[config.mk]
export PLATFORM = sky130hd
export DESIGN_NAME = seg_display_driver
export DESIGN_NICKNAME = d
export VERILOG_FILES = /design/src/rtl/seg_display_driver_pkg.sv /design/src/rtl/seg_display_driver_bin2bcd_seq.sv /design/src/rtl/seg_display_driver.sv
export SDC_FILE = /design/constraint.sdc
export NUM_CORES = 1
export LEC_CHECK = 0
export BUFFER_PORTS_ARGS = -buffer_cell sky130_fd_sc_hd__clkbuf_2
export CORE_ASPECT_RATIO = 1.2
export CORE_MARGIN = 4
export CORE_UTILIZATION = 55
export CTS_CLUSTER_DIAMETER = 150
export CTS_CLUSTER_SIZE = 20
export DETAILED_ROUTE_END_ITERATION = 12
export PLACE_DENSITY_LB_ADDON = 0.15
export SYNTH_ARGS = -nofsm -noshare
export SYNTH_HDL_FRONTEND = slang
export SYNTH_SLANG_ARGS = --single-unit
[constraint.sdc]
create_clock -name i_clk -period 5 [get_ports i_clk]
set_input_delay 1.5 -clock i_clk [delete_from_list [all_inputs] [get_ports i_clk]]
set_output_delay 1.5 -clock i_clk [all_outputs]
set_load 0.005 [all_outputs]
[src/rtl/seg_display_driver_pkg.sv]
// Shared constants for the calculator display stage: active-low 7-segment codes,
// the saturation limit for the shown magnitude and the conversion FSM states.
package seg_display_driver_pkg;

    // Segment order {g,f,e,d,c,b,a}, active-low
    localparam logic [6:0] SEG_0     = 7'b1000000;
    localparam logic [6:0] SEG_1     = 7'b1111001;
    localparam logic [6:0] SEG_2     = 7'b0100100;
    localparam logic [6:0] SEG_3     = 7'b0110000;
    localparam logic [6:0] SEG_4     = 7'b0011001;
    localparam logic [6:0] SEG_5     = 7'b0010010;
    localparam logic [6:0] SEG_6     = 7'b0000010;
    localparam logic [6:0] SEG_7     = 7'b1111000;
    localparam logic [6:0] SEG_8     = 7'b0000000;
    localparam logic [6:0] SEG_9     = 7'b0010000;
    localparam logic [6:0] SEG_DASH  = 7'b0111111;
    localparam logic [6:0] SEG_BLANK = 7'b1111111;

    localparam int unsigned MAX_MAG = 9999;

    typedef enum logic [1:0] {
        StIdle,
        StLoad,
        StShift,
        StDone
    } conv_state_e;

    function automatic logic [6:0] hex_to_seg(input logic [3:0] i_nib);
        logic [6:0] w_seg;
        case (i_nib)
            4'h0:    w_seg = SEG_0;
            4'h1:    w_seg = SEG_1;
            4'h2:    w_seg = SEG_2;
            4'h3:    w_seg = SEG_3;
            4'h4:    w_seg = SEG_4;
            4'h5:    w_seg = SEG_5;
            4'h6:    w_seg = SEG_6;
            4'h7:    w_seg = SEG_7;
            4'h8:    w_seg = SEG_8;
            4'h9:    w_seg = SEG_9;
            4'hA:    w_seg = 7'b0001000;
            4'hB:    w_seg = 7'b0000011;
            4'hC:    w_seg = 7'b1000110;
            4'hD:    w_seg = 7'b0100001;
            4'hE:    w_seg = 7'b0000110;
            default: w_seg = 7'b0001110;
        endcase
        return w_seg;
    endfunction

endpackage

[src/rtl/seg_display_driver_bin2bcd_seq.sv]
// Sequential double-dabble: a start pulse loads the binary value and clears the
// BCD scratch, then 16 add-3/shift steps run and done pulses for one cycle.
module seg_display_driver_bin2bcd_seq (
    input  logic        i_clk,
    input  logic        i_rst,
    input  logic        i_start,
    input  logic [13:0] i_value,
    output logic [15:0] o_bcd,
    output logic        o_done
);

    logic [15:0] r_bcd;
    logic [15:0] r_bin;
    logic [4:0]  r_cnt;
    logic        r_active;
    logic        r_done;

    logic [15:0] w_adj;
    logic [31:0] w_shift;

    always_comb begin
        w_adj = r_bcd;
        for (int i = 0; i < 4; i++) begin
            if (r_bcd[4*i +: 4] >= 4'd5) begin
                w_adj[4*i +: 4] = r_bcd[4*i +: 4] + 4'd3;
            end
        end
        w_shift = {w_adj, r_bin} << 1;
    end

    always_ff @(posedge i_clk) begin
        if (i_rst) begin
            r_bcd    <= '0;
            r_bin    <= '0;
            r_cnt    <= '0;
            r_active <= 1'b0;
            r_done   <= 1'b0;
        end else begin
            r_done <= 1'b0;
            if (i_start) begin
                r_bcd    <= '0;
                r_bin    <= {2'b00, i_value};
                r_cnt    <= 5'd16;
                r_active <= 1'b1;
            end else if (r_active) begin
                r_bcd <= w_shift[31:16];
                r_bin <= w_shift[15:0];
                r_cnt <= r_cnt - 5'd1;
                if (r_cnt == 5'd1) begin
                    r_active <= 1'b0;
                    r_done   <= 1'b1;
                end
            end
        end
    end

    assign o_bcd  = r_bcd;
    assign o_done = r_done;

endmodule

[src/rtl/seg_display_driver.sv]
// Display stage: captures a signed value, converts |value| to BCD in the background,
// and scans the four common-anode digits with minus sign, overflow dashes and blink.
module seg_display_driver
    import seg_display_driver_pkg::*;
#(
    parameter int unsigned REFRESH_DIV = 100000,
    parameter int unsigned BLINK_DIV   = 25000000
) (
    input  logic        i_clk,
    input  logic        i_rst,
    input  logic [15:0] i_value,
    input  logic        i_overflow,
    input  logic        i_edit_en,
    input  logic [1:0]  i_digit,
    output logic [6:0]  o_seg,
    output logic        o_dp,
    output logic [3:0]  o_an,
    output logic        o_busy
);

    localparam int unsigned REF_W = (REFRESH_DIV > 1) ? $clog2(REFRESH_DIV) : 1;
    localparam int unsigned BLK_W = (BLINK_DIV > 1) ? $clog2(BLINK_DIV) : 1;
    localparam logic [REF_W-1:0] REF_LAST = REF_W'(REFRESH_DIV - 1);
    localparam logic [BLK_W-1:0] BLK_LAST = BLK_W'(BLINK_DIV - 1);

    conv_state_e r_state, w_state_next;
    logic        w_capture;
    logic        w_start;
    logic        w_done;
    logic [15:0] w_bcd;

    logic [15:0] r_last;
    logic [15:0] r_val_cap;
    logic [13:0] r_mag;
    logic        r_sign_cap;
    logic [15:0] r_shown_bcd;
    logic        r_shown_sign;

    logic [16:0] w_ext;
    logic [16:0] w_abs;
    logic [13:0] w_mag;
    logic        w_sign;

    logic [REF_W-1:0] r_refresh;
    logic [1:0]       r_idx;
    logic [BLK_W-1:0] r_blink;
    logic             r_phase;

    logic [6:0] r_seg, w_seg;
    logic       r_dp, w_dp;
    logic [3:0] r_an, w_an;
    logic [3:0] w_nib;

    // 17-bit magnitude so that -32768 does not wrap before saturation
    always_comb begin
        w_ext  = {i_value[15], i_value};
        w_abs  = i_value[15] ? (17'd0 - w_ext) : w_ext;
        w_mag  = (w_abs > 17'(MAX_MAG)) ? 14'(MAX_MAG) : w_abs[13:0];
        w_sign = i_value[15] && (w_mag != 14'd0);
    end

    always_comb begin
        w_state_next = r_state;
        w_capture    = 1'b0;
        w_start      = 1'b0;
        case (r_state)
            StIdle: begin
                if (i_value != r_last) begin
                    w_capture    = 1'b1;
                    w_state_next = StLoad;
                end
            end
            StLoad: begin
                w_start      = 1'b1;
                w_state_next = StShift;
            end
            StShift: begin
                if (w_done) begin
                    w_state_next = StDone;
                end
            end
            StDone:  w_state_next = StIdle;
            default: w_state_next = StIdle;
        endcase
    end

    always_ff @(posedge i_clk) begin
        if (i_rst) begin
            r_state      <= StIdle;
            r_last       <= '0;
            r_val_cap    <= '0;
            r_mag        <= '0;
            r_sign_cap   <= 1'b0;
            r_shown_bcd  <= '0;
            r_shown_sign <= 1'b0;
        end else begin
            r_state <= w_state_next;
            if (w_capture) begin
                r_val_cap  <= i_value;
                r_mag      <= w_mag;
                r_sign_cap <= w_sign;
            end
            // Digits and sign change together so no partial result is ever shown
            if (r_state == StDone) begin
                r_shown_bcd  <= w_bcd;
                r_shown_sign <= r_sign_cap;
                r_last       <= r_val_cap;
            end
        end
    end

    seg_display_driver_bin2bcd_seq u_bin2bcd (
        .i_clk   (i_clk),
        .i_rst   (i_rst),
        .i_start (w_start),
        .i_value (r_mag),
        .o_bcd   (w_bcd),
        .o_done  (w_done)
    );

    always_ff @(posedge i_clk) begin
        if (i_rst) begin
            r_refresh <= '0;
            r_idx     <= '0;
            r_blink   <= '0;
            r_phase   <= 1'b0;
        end else begin
            if (r_refresh == REF_LAST) begin
                r_refresh <= '0;
                r_idx     <= r_idx + 2'd1;
            end else begin
                r_refresh <= r_refresh + REF_W'(1);
            end
            if (r_blink == BLK_LAST) begin
                r_blink <= '0;
                r_phase <= ~r_phase;
            end else begin
                r_blink <= r_blink + BLK_W'(1);
            end
        end
    end

    always_comb begin
        w_nib = r_shown_bcd[{r_idx, 2'b00} +: 4];
        w_seg = hex_to_seg(w_nib);
        if (i_overflow) begin
            w_seg = SEG_DASH;
        end else if (i_edit_en && (r_idx == i_digit) && r_phase) begin
            w_seg = SEG_BLANK;
        end
        w_dp = ~((r_idx == 2'd3) && r_shown_sign && !i_overflow);
        w_an = ~(4'b0001 << r_idx);
    end

    always_ff @(posedge i_clk) begin
        if (i_rst) begin
            r_seg <= SEG_BLANK;
            r_dp  <= 1'b1;
            r_an  <= 4'b1111;
        end else begin
            r_seg <= w_seg;
            r_dp  <= w_dp;
            r_an  <= w_an;
        end
    end

    assign o_seg  = r_seg;
    assign o_dp   = r_dp;
    assign o_an   = r_an;
    assign o_busy = (r_state != StIdle);

endmodule

==> flow_summary.ini, run 1 <==
[setup_path]
crit_chain = clkbuf_2, inv_1, ha_1, nor3b_2, mux2_2, a32o_1, a211o_1, o21a_4, a22o_2
critical_path_class = input port to register
cp_max_fo = 8
arrival_ns = 3.88
crit_slowest_cell = nor3b_2
cp_data_required_time_ns = 5.32
start_kind = input port
crit_path_end_kind = register
critPathMaxStageDelay_ns = 0.48

[clocking]
clk_pin_slew_worst_paths_ns = 0.06
hold_buffers = 0
clk_latency_ns = 0.42
cts.htree.levels = 4
clockBufferDepth = 2
cts_setup_buffers = 0
cts_tree = yes
cts_resized = 0
clock-sinks = 162
cts_buffers = 17
cts_root_buffer = clkbuf_16

[global_routing]
antenna_found_initial = 0
grt_usage = 0.194
grt_pass1_vias = 5546
grt_pass1_wl_um = 25200
grt-ovfl-total = 0
grt_max_degree = 39

[cells_and_area]
post-route-util = 0.618
instances_no_fill = 1057
drive_above_1_share = 0.117
fin_nets = 922
area_delta_synth_final_pct = 10.9
diodes = 0

[run]
drv_cap = 0

[timing]
tightestPinTransition_ns = 1.10
finalWorstSetupSlack_ns = 1.43
fmax_mhz = 280
slew_violations = 0
period_share = 0.713
tns_ns = 0
rsz0062_at_grt = no
setup_viol = 0
hold_violations = 0
clock_skew_ns = 0.00671
fin_crit_ns = 3.57
max_slew_margin = 0.269
hold_ws_ns = 0.457

[yosys]
synth_most_common_cell = nor2_1
avgSynthCellArea_um2 = 8.84
postSynthCellCount = 867
yosys-top-cells-area = dfxtp_1, nor2_1, mux2i_1, xor2_1, xnor2_1
ys_ff_latch = 162
synth.distinct_cells = 61
yosysSeqAreaShare = 0.423
synth_top_area_share = 0.423
synth-edff-count = 0
ys.flop_type = dfxtp_1
yosys-top-cells-count = nor2_1, dfxtp_1, nand2_1
syn-cell-area_mm2 = 0.00767
synth_top_area_cell = dfxtp_1
synth-async-reset-ratio = 0
yosys_warnings = 0
syn_nets = 916

[drt]
wl_per_cell_um = 14.1
vias = 5791
ant_nets = 0
first_pass_iters = 6
drtIter0Drc = 298
avgViaCountPerCell = 5.48
remaining_drc_errors = 0
wl_um = 14900

[placed_design]
dpl.cell_count = 1025
pre_cts_slack_ns = 1.01
post-dp-hpwl_um = 10500
io_buffer_count = 34
place_congestion = 0.830

[floorplanning]
chipWidth_um = 116
die_y_um = 137
ios = 35
dieArea_mm2 = 0.0159
initial_utilization = 0.557
core-area_mm2 = 0.0138
rows = 47

[pwr]
power.switching_uw = 998
power.internal_mw = 2.50
ir_worst_vdd_mv = 0.235
switching_share = 0.285
power_density_mw_per_mm2 = 411
pwr-share-seq = 0.435
combPwrFrac = 0.181
clkPwrFrac = 0.385
p_leak_nw = 3.17

[hold_path]
hp-class = register to register

[run_status]
status = finished clean
-- state kept, by name, summed over array words and instances (netlist names) --
register	cells
o_an	4
o_dp	1
o_seg	7
r_blink	25
r_idx	2
r_last	16
r_mag	14
r_phase	1
r_refresh	17
r_shown_bcd	16
r_shown_sign	1
r_sign_cap	1
r_state	2
r_val_cap	16
u_bin2bcd.o_bcd	16
u_bin2bcd.o_done	1
u_bin2bcd.r_active	1
u_bin2bcd.r_bin	16
u_bin2bcd.r_cnt	5
-- worst max-delay path, delay by kind of cell --
kind	cells	cell delay (ns)
adders and majority gates	1	0.23
AOI/OAI and AO/OA	4	1.01
and+or+nand+nor	1	0.48
muxes	1	0.39
buffers and inverters	2	0.28
-- power by group through the flow --
stage	logic (mW)	clock network (mW)	registers [mW]
floorplan	0.522	0	1.51
global placement	0.616	0	1.54
detailed placement	0.636	0	1.55
CTS	0.640	1.37	1.52
global route	0.708	1.42	1.54
finish	0.632	1.35	1.52
-- through the flow --
stage	area, um2	power (mW)
floorplan	7670	2.03
global placement	7890	2.16
detailed placement	7890	2.19
CTS	8510	3.53
global route	8510	3.67
finish	8510	3.50
-- worst paths after layout --
path | slack (ns) | endpoint | start | cells past startpoint
min | 0.46 | r_val_cap[7] | r_val_cap[7] | 2
max | 1.43 | r_mag[5] | i_value[0] | 9
max reg2reg | 2.68 | o_seg[3] | r_idx[0] | 6
min reg2reg | 0.46 | r_val_cap[7] | r_val_cap[7] | 2
-- cells by family (layout without fill, tap and decap cells) --
logic type / count (synthesis) / in the layout / share of synthesized area
flops: 162 / 162 / 0.423
simple gates: 338 / 338 / 0.203
compound gates: 112 / 112 / 0.102
xor+xnor: 80 / 80 / 0.0914
fa+ha+maj: 27 / 27 / 0.0441
buf+inv: 83 / 102 / 0.0434
mux: 65 / 65 / 0.0933
-- metal layers --
metal | track usage | up-vias | share of wire
met5 | 0 | - | 0
met3 | 0.0479 | 20 | 0.035
met4 | 0.0703 | 0 | 0.018
li1 | - | 2948 | -
met1 | 0.230 | 2726 | 0.44
met2 | 0.340 | 97 | 0.50
-- layout by cell type (no fill, tap or decap), types with 7 or more instances in the layout --
master and n:
mux2i_1 58, nor3_1 15, dfxtp_1 162, clkbuf_2 33, nor2_1 166, xor2_1 41
nand3_1 29, nand4_1 16, clkbuf_16 17, ha_1 26, o21ai_0 14, nand2_1 59
and3_1 7, nand2b_1 14, a21oi_1 50, inv_1 31, xnor2_1 39
-- final cells by class --
cell class	instances	area (um2)
clock buffers	21	470
clock inverters	11	150
fillers	1170	5250
inverters	31	116
multi-input cells	622	4110
flip-flops and latches	162	3240
well taps	171	214
repair buffers	39	208
(Power assumes the default switching activity.)
==> inputs of run 2 (changes only) <==
Clock period 5 ns to 3 ns, I/O delays scaled along.
==> flow_summary.ini, run 2 (synthesized netlist as in run 1, its figures left out) <==
[run_status]
status = finished clean

[floorplanning]
core-area_mm2 = 0.0138
chipWidth_um = 116
initial_utilization = 0.557
die_y_um = 137
dieArea_mm2 = 0.0159
rows = 47
ios = 35

[drt]
wl_per_cell_um = 14.4
drtIter0Drc = 366
vias = 5935
wl_um = 15600
remaining_drc_errors = 0
avgViaCountPerCell = 5.50
ant_nets = 0
first_pass_iters = 7

[setup_path]
cp_max_fo = 6
r2r_start = r_idx[0]
crit_slowest_cell = or3b_4
critical_path_class = input port to register
ff2ff_path_depth = 6
crit_chain = clkbuf_2, inv_1, ha_2, or3b_4, o41ai_4, xor2_1, buf_4, nand3_1, nor4_1, o2bb2ai_1
start_kind = input port
critPathMaxStageDelay_ns = 0.43
timing.rr.end = o_seg[3]
cp_data_required_time_ns = 3.31
reg2reg_slack_ns = 0.69
arrival_ns = 2.95
crit_path_end_kind = register

[cells_and_area]
largest_reg_flops = 25
area.sequential_mm2 = 0.00324
final_common_cell = nor2_1
top_register = r_blink
layout_common_cells = nor2_1, dfxtp_1, nand2_1, mux2i_1, a21oi_1
top_regs = r_blink: 25 flops, r_refresh: 17 flops
diodes = 0
multi_input_area_mm2 = 0.00413
area_delta_synth_final_pct = 13.4
instances_no_fill = 1080
fin_nets = 945
fillerInstances = 1168
post-route-util = 0.632
drive_above_1_share = 0.141
stdcell_area_mm2 = 0.00870

[timing]
tightestPinTransition_ns = 0.647
tns_ns = 0
hold_ws_ns = 0.456
slew_violations = 0
max_slew_margin = 0.565
clock_skew_ns = 0.00900
period_share = 0.881
setup_viol = 0
fin_crit_ns = 2.64
rsz0062_at_grt = no
fmax_mhz = 378
hold_violations = 0
finalWorstSetupSlack_ns = 0.357

[clocking]
cts_root_buffer = clkbuf_16
clk_latency_ns = 0.43
hold_buffers = 0
cts_resized = 0
clock-sinks = 162
cts_buffers = 17
cts_tree = yes
cts.htree.levels = 4
cts_setup_buffers = 0
clockBufferDepth = 2
clk_pin_slew_worst_paths_ns = 0.06

[pwr]
p_total_mw = 5.86
power_density_mw_per_mm2 = 673
p_leak_nw = 3.28
ir_worst_vdd_mv = 0.455

[hold_path]
hold_path_end = r_val_cap[13]
hold_depth = 2
hp-class = register to register
hold_path.startpoint = r_val_cap[13]

[placed_design]
post-dp-hpwl_um = 11200
place_congestion = 0.869
postPlaceCellArea_mm2 = 0.00809
dpl.cell_count = 1048
pre_cts_slack_ns = 0.00134
io_buffer_count = 34

[global_routing]
grt_pass1_wl_um = 26500
grt-ovfl-total = 0
grt_pass1_vias = 5795
antenna_found_initial = 0
grt_max_degree = 35
grt_usage = 0.207

[run]
drv_cap = 0
==> run 2: power breakdown <==
| part | internal [mW] | switching (mW) | leakage [nW] |
|---|---|---|---|
| clock | 1.35 | 0.860 | 0.289 |
| combinational | 0.458 | 0.684 | 1.68 |
| sequential | 2.37 | 0.134 | 1.32 |
==> run 2: layout make-up <==
type                       instances  area share
clock buffer                      20      0.0525
clock inverter                    12      0.0180
sequential                       162       0.373
timing repair buffer              62      0.0437
tap                              171      0.0246
inverter                          31      0.0134
multi-input combinational        622       0.475
==> run 2: worst max path at each step <==
stage	startpoint	endpoint	slack [ns]	cells past startpoint
CTS	i_value[1]	r_sign_cap	0.40	10
global route	i_value[0]	r_sign_cap	0.23	10
detailed placement	i_value[1]	r_sign_cap	0.001	10
finish	i_value[0]	r_sign_cap	0.36	10
floorplan	i_value[1]	r_mag[5]	0.0001	9
global placement	i_value[1]	r_mag[4]	0.06	9
==> run 2: critical path: cells and delay by family <==
kind / cells / cell delay [ns]
AOI/OAI and AO/OA: 2 / 0.42
xor gates and xnor gates: 1 / 0.27
adders and majority gates: 1 / 0.19
buffers and inverters: 3 / 0.35
and+or+nand+nor: 3 / 0.82
==> run 2: routing by layer <==
layer | up-vias | global-route usage | part of all wire
met1 | 2793 | 0.240 | 0.43
li1 | 3000 | - | -
met2 | 117 | 0.366 | 0.51
met5 | - | 0 | 0
met4 | 0 | 0.0916 | 0.025
met3 | 25 | 0.0422 | 0.033
==> inputs of run 3 (changes only) <==
Settings changed: ABC_AREA set to 1, SETUP_SLACK_MARGIN set to 0.05.
==> flow_summary.ini, run 3 <==
[run_status]
status = finished clean

[clocking]
cts_setup_buffers = 0
clock-sinks = 162
clk_latency_ns = 0.43
cts.htree.levels = 4
cts_resized = 0
cts_buffers = 17
hold_buffers = 0
clockBufferDepth = 2
cts_tree = yes
clk_pin_slew_worst_paths_ns = 0.06
cts_root_buffer = clkbuf_16

[setup_path]
crit_path_end_kind = register
crit_slowest_cell = ha_1
cp_max_fo = 9
arrival_ns = 2.66
cp_top_family = simple AND/OR/NAND/NOR gates
cp_data_required_time_ns = 3.32
path_common_cell = nand2_1
crit_chain = clkbuf_2, inv_1, ha_1, nand2_1, nand2_1, nand2_1, inv_1, nand2_1, nand2_1, inv_1, nor2_1, nand2_1, nand2_1, nand2_2, nand2_2, inv_2, a22oi_1, nor2_1
critPathMaxStageDelay_ns = 0.23
critical_path_class = input port to register
start_kind = input port
path_buf_inv = 5

[timing]
setup_viol = 0
hold_ws_ns = 0.448
tightestPinTransition_ns = 0.946
fin_crit_ns = 2.35
hold_violations = 0
slew_violations = 0
rsz0062_at_grt = no
clock_skew_ns = 0.00547
fmax_mhz = 426
period_share = 0.782
tns_ns = 0
max_slew_margin = 0.369

[floorplanning]
chipWidth_um = 115
dieArea_mm2 = 0.0158
die_y_um = 137
ios = 35
initial_utilization = 0.569
core-area_mm2 = 0.0134
rows = 46

[yosys]
avgSynthCellArea_um2 = 7.54
ys_ff_latch = 162
yosys-top-cells-area = dfxtp_1, nand2_1, nor2_1, inv_1, a21oi_1
synth_top_area_cell = dfxtp_1
synth_most_common_cell = dfxtp_1
yosys-top-cells-count = dfxtp_1, nand2_1, nor2_1
synth_top_area_share = 0.427
synth-edff-count = 0
ys.flop_type = dfxtp_1
syn_nets = 1057
synth.distinct_cells = 47
postSynthCellCount = 1008
synth-async-reset-ratio = 0
yosysSeqAreaShare = 0.427
yosys_warnings = 0
syn-cell-area_mm2 = 0.00760

[drt]
avgViaCountPerCell = 5.37
ant_nets = 0
wl_um = 16300
wl_per_cell_um = 13.4
remaining_drc_errors = 0
first_pass_iters = 5
drtIter0Drc = 422
vias = 6506

[cells_and_area]
drive_above_1_share = 0.102
fillerInstances = 1215
top_register = r_blink
final_common_cell = dfxtp_1
diodes = 0
instances_no_fill = 1212
layout_common_cells = dfxtp_1, nand2_1, nor2_1, inv_1, a21oi_1
area_delta_synth_final_pct = 12.6
top_regs = r_blink: 25 flops, r_refresh: 17 flops
largest_reg_flops = 25
fin_nets = 1081

[placed_design]
dpl.cell_count = 1181
place_congestion = 0.882
io_buffer_count = 34
post-dp-hpwl_um = 11200

[global_routing]
grt-ovfl-total = 0
grt_pass1_vias = 6092
grt_usage = 0.218
grt_max_degree = 75
grt_pass1_wl_um = 28000
antenna_found_initial = 0

[pwr]
ir_worst_vdd_mv = 0.459
p_leak_nw = 3.56
power_density_mw_per_mm2 = 795
p_total_mw = 6.80

[run]
drv_cap = 0

[hold_path]
hp-class = register to register
## run 3: cell type report
| class | instances | area, um2 | share of cell area |
|---|---|---|---|
| Clock inverter | 10 | 180 | 0.0211 |
| Timing Repair Buffer | 46 | 273 | 0.0319 |
| Tap cell | 168 | 210 | 0.0246 |
| Sequential cell | 162 | 3240 | 0.379 |
| Multi-Input combinational cell | 685 | 3730 | 0.436 |
| Inverter | 120 | 450 | 0.0526 |
| Clock buffer | 21 | 470 | 0.0550 |
## run 3: path summary, 6_finish.rpt
| check | startpoint | endpoint | slack, ns | cells after the start |
|---|---|---|---|---|
| worst max-delay path | i_value[1] | r_mag[12] | 0.65 | 18 |
| worst min-delay path | r_refresh[0] | r_refresh[0] | 0.45 | 1 |
| worst max register to register | r_idx[0] | o_seg[3] | 0.75 | 9 |
| worst min register to register | r_refresh[0] | r_refresh[0] | 0.45 | 1 |
## run 3: cells by family (layout without fill, tap and decap cells)
group                    Yosys count  count (layout)  synth area share
AND/OR/NAND/NOR                  405             405             0.241
AO/OA/AOI/OAI                    221             221             0.168
flip-flops                       162             162             0.427
buffers and inverters            161             197            0.0822
XOR/XNOR                          32              32            0.0369
adder cells (fa/ha/maj)           27              27            0.0445
## run 3: layer usage
metal | part of all wire | track usage | vias up
met1 | 0.46 | 0.270 | 2967
met2 | 0.49 | 0.375 | 109
met3 | 0.033 | 0.0509 | 25
met4 | 0.015 | 0.0678 | 0
li1 | - | - | 3405
met5 | 0 | 0 | -
## run 3: per-stage QoR
step / util / instance area [um2] / worst slack (ns)
floorplan: - / 7600 / 0.654
global placement: 0.592 / 7910 / 0.297
detailed placement: 0.592 / 7910 / 0.267
CTS: 0.641 / 8560 / 0.698
global route: 0.641 / 8560 / 0.397
finish: 0.641 / 8560 / 0.654
## run 3: power by group
part / switching, mW / leakage [nW] / internal, mW
sequential: 0.271 / 1.32 / 2.60
combinational: 1.00 / 1.92 / 0.547
clock: 0.846 / 0.315 / 1.53
total: 2.12 / 3.56 / 4.68
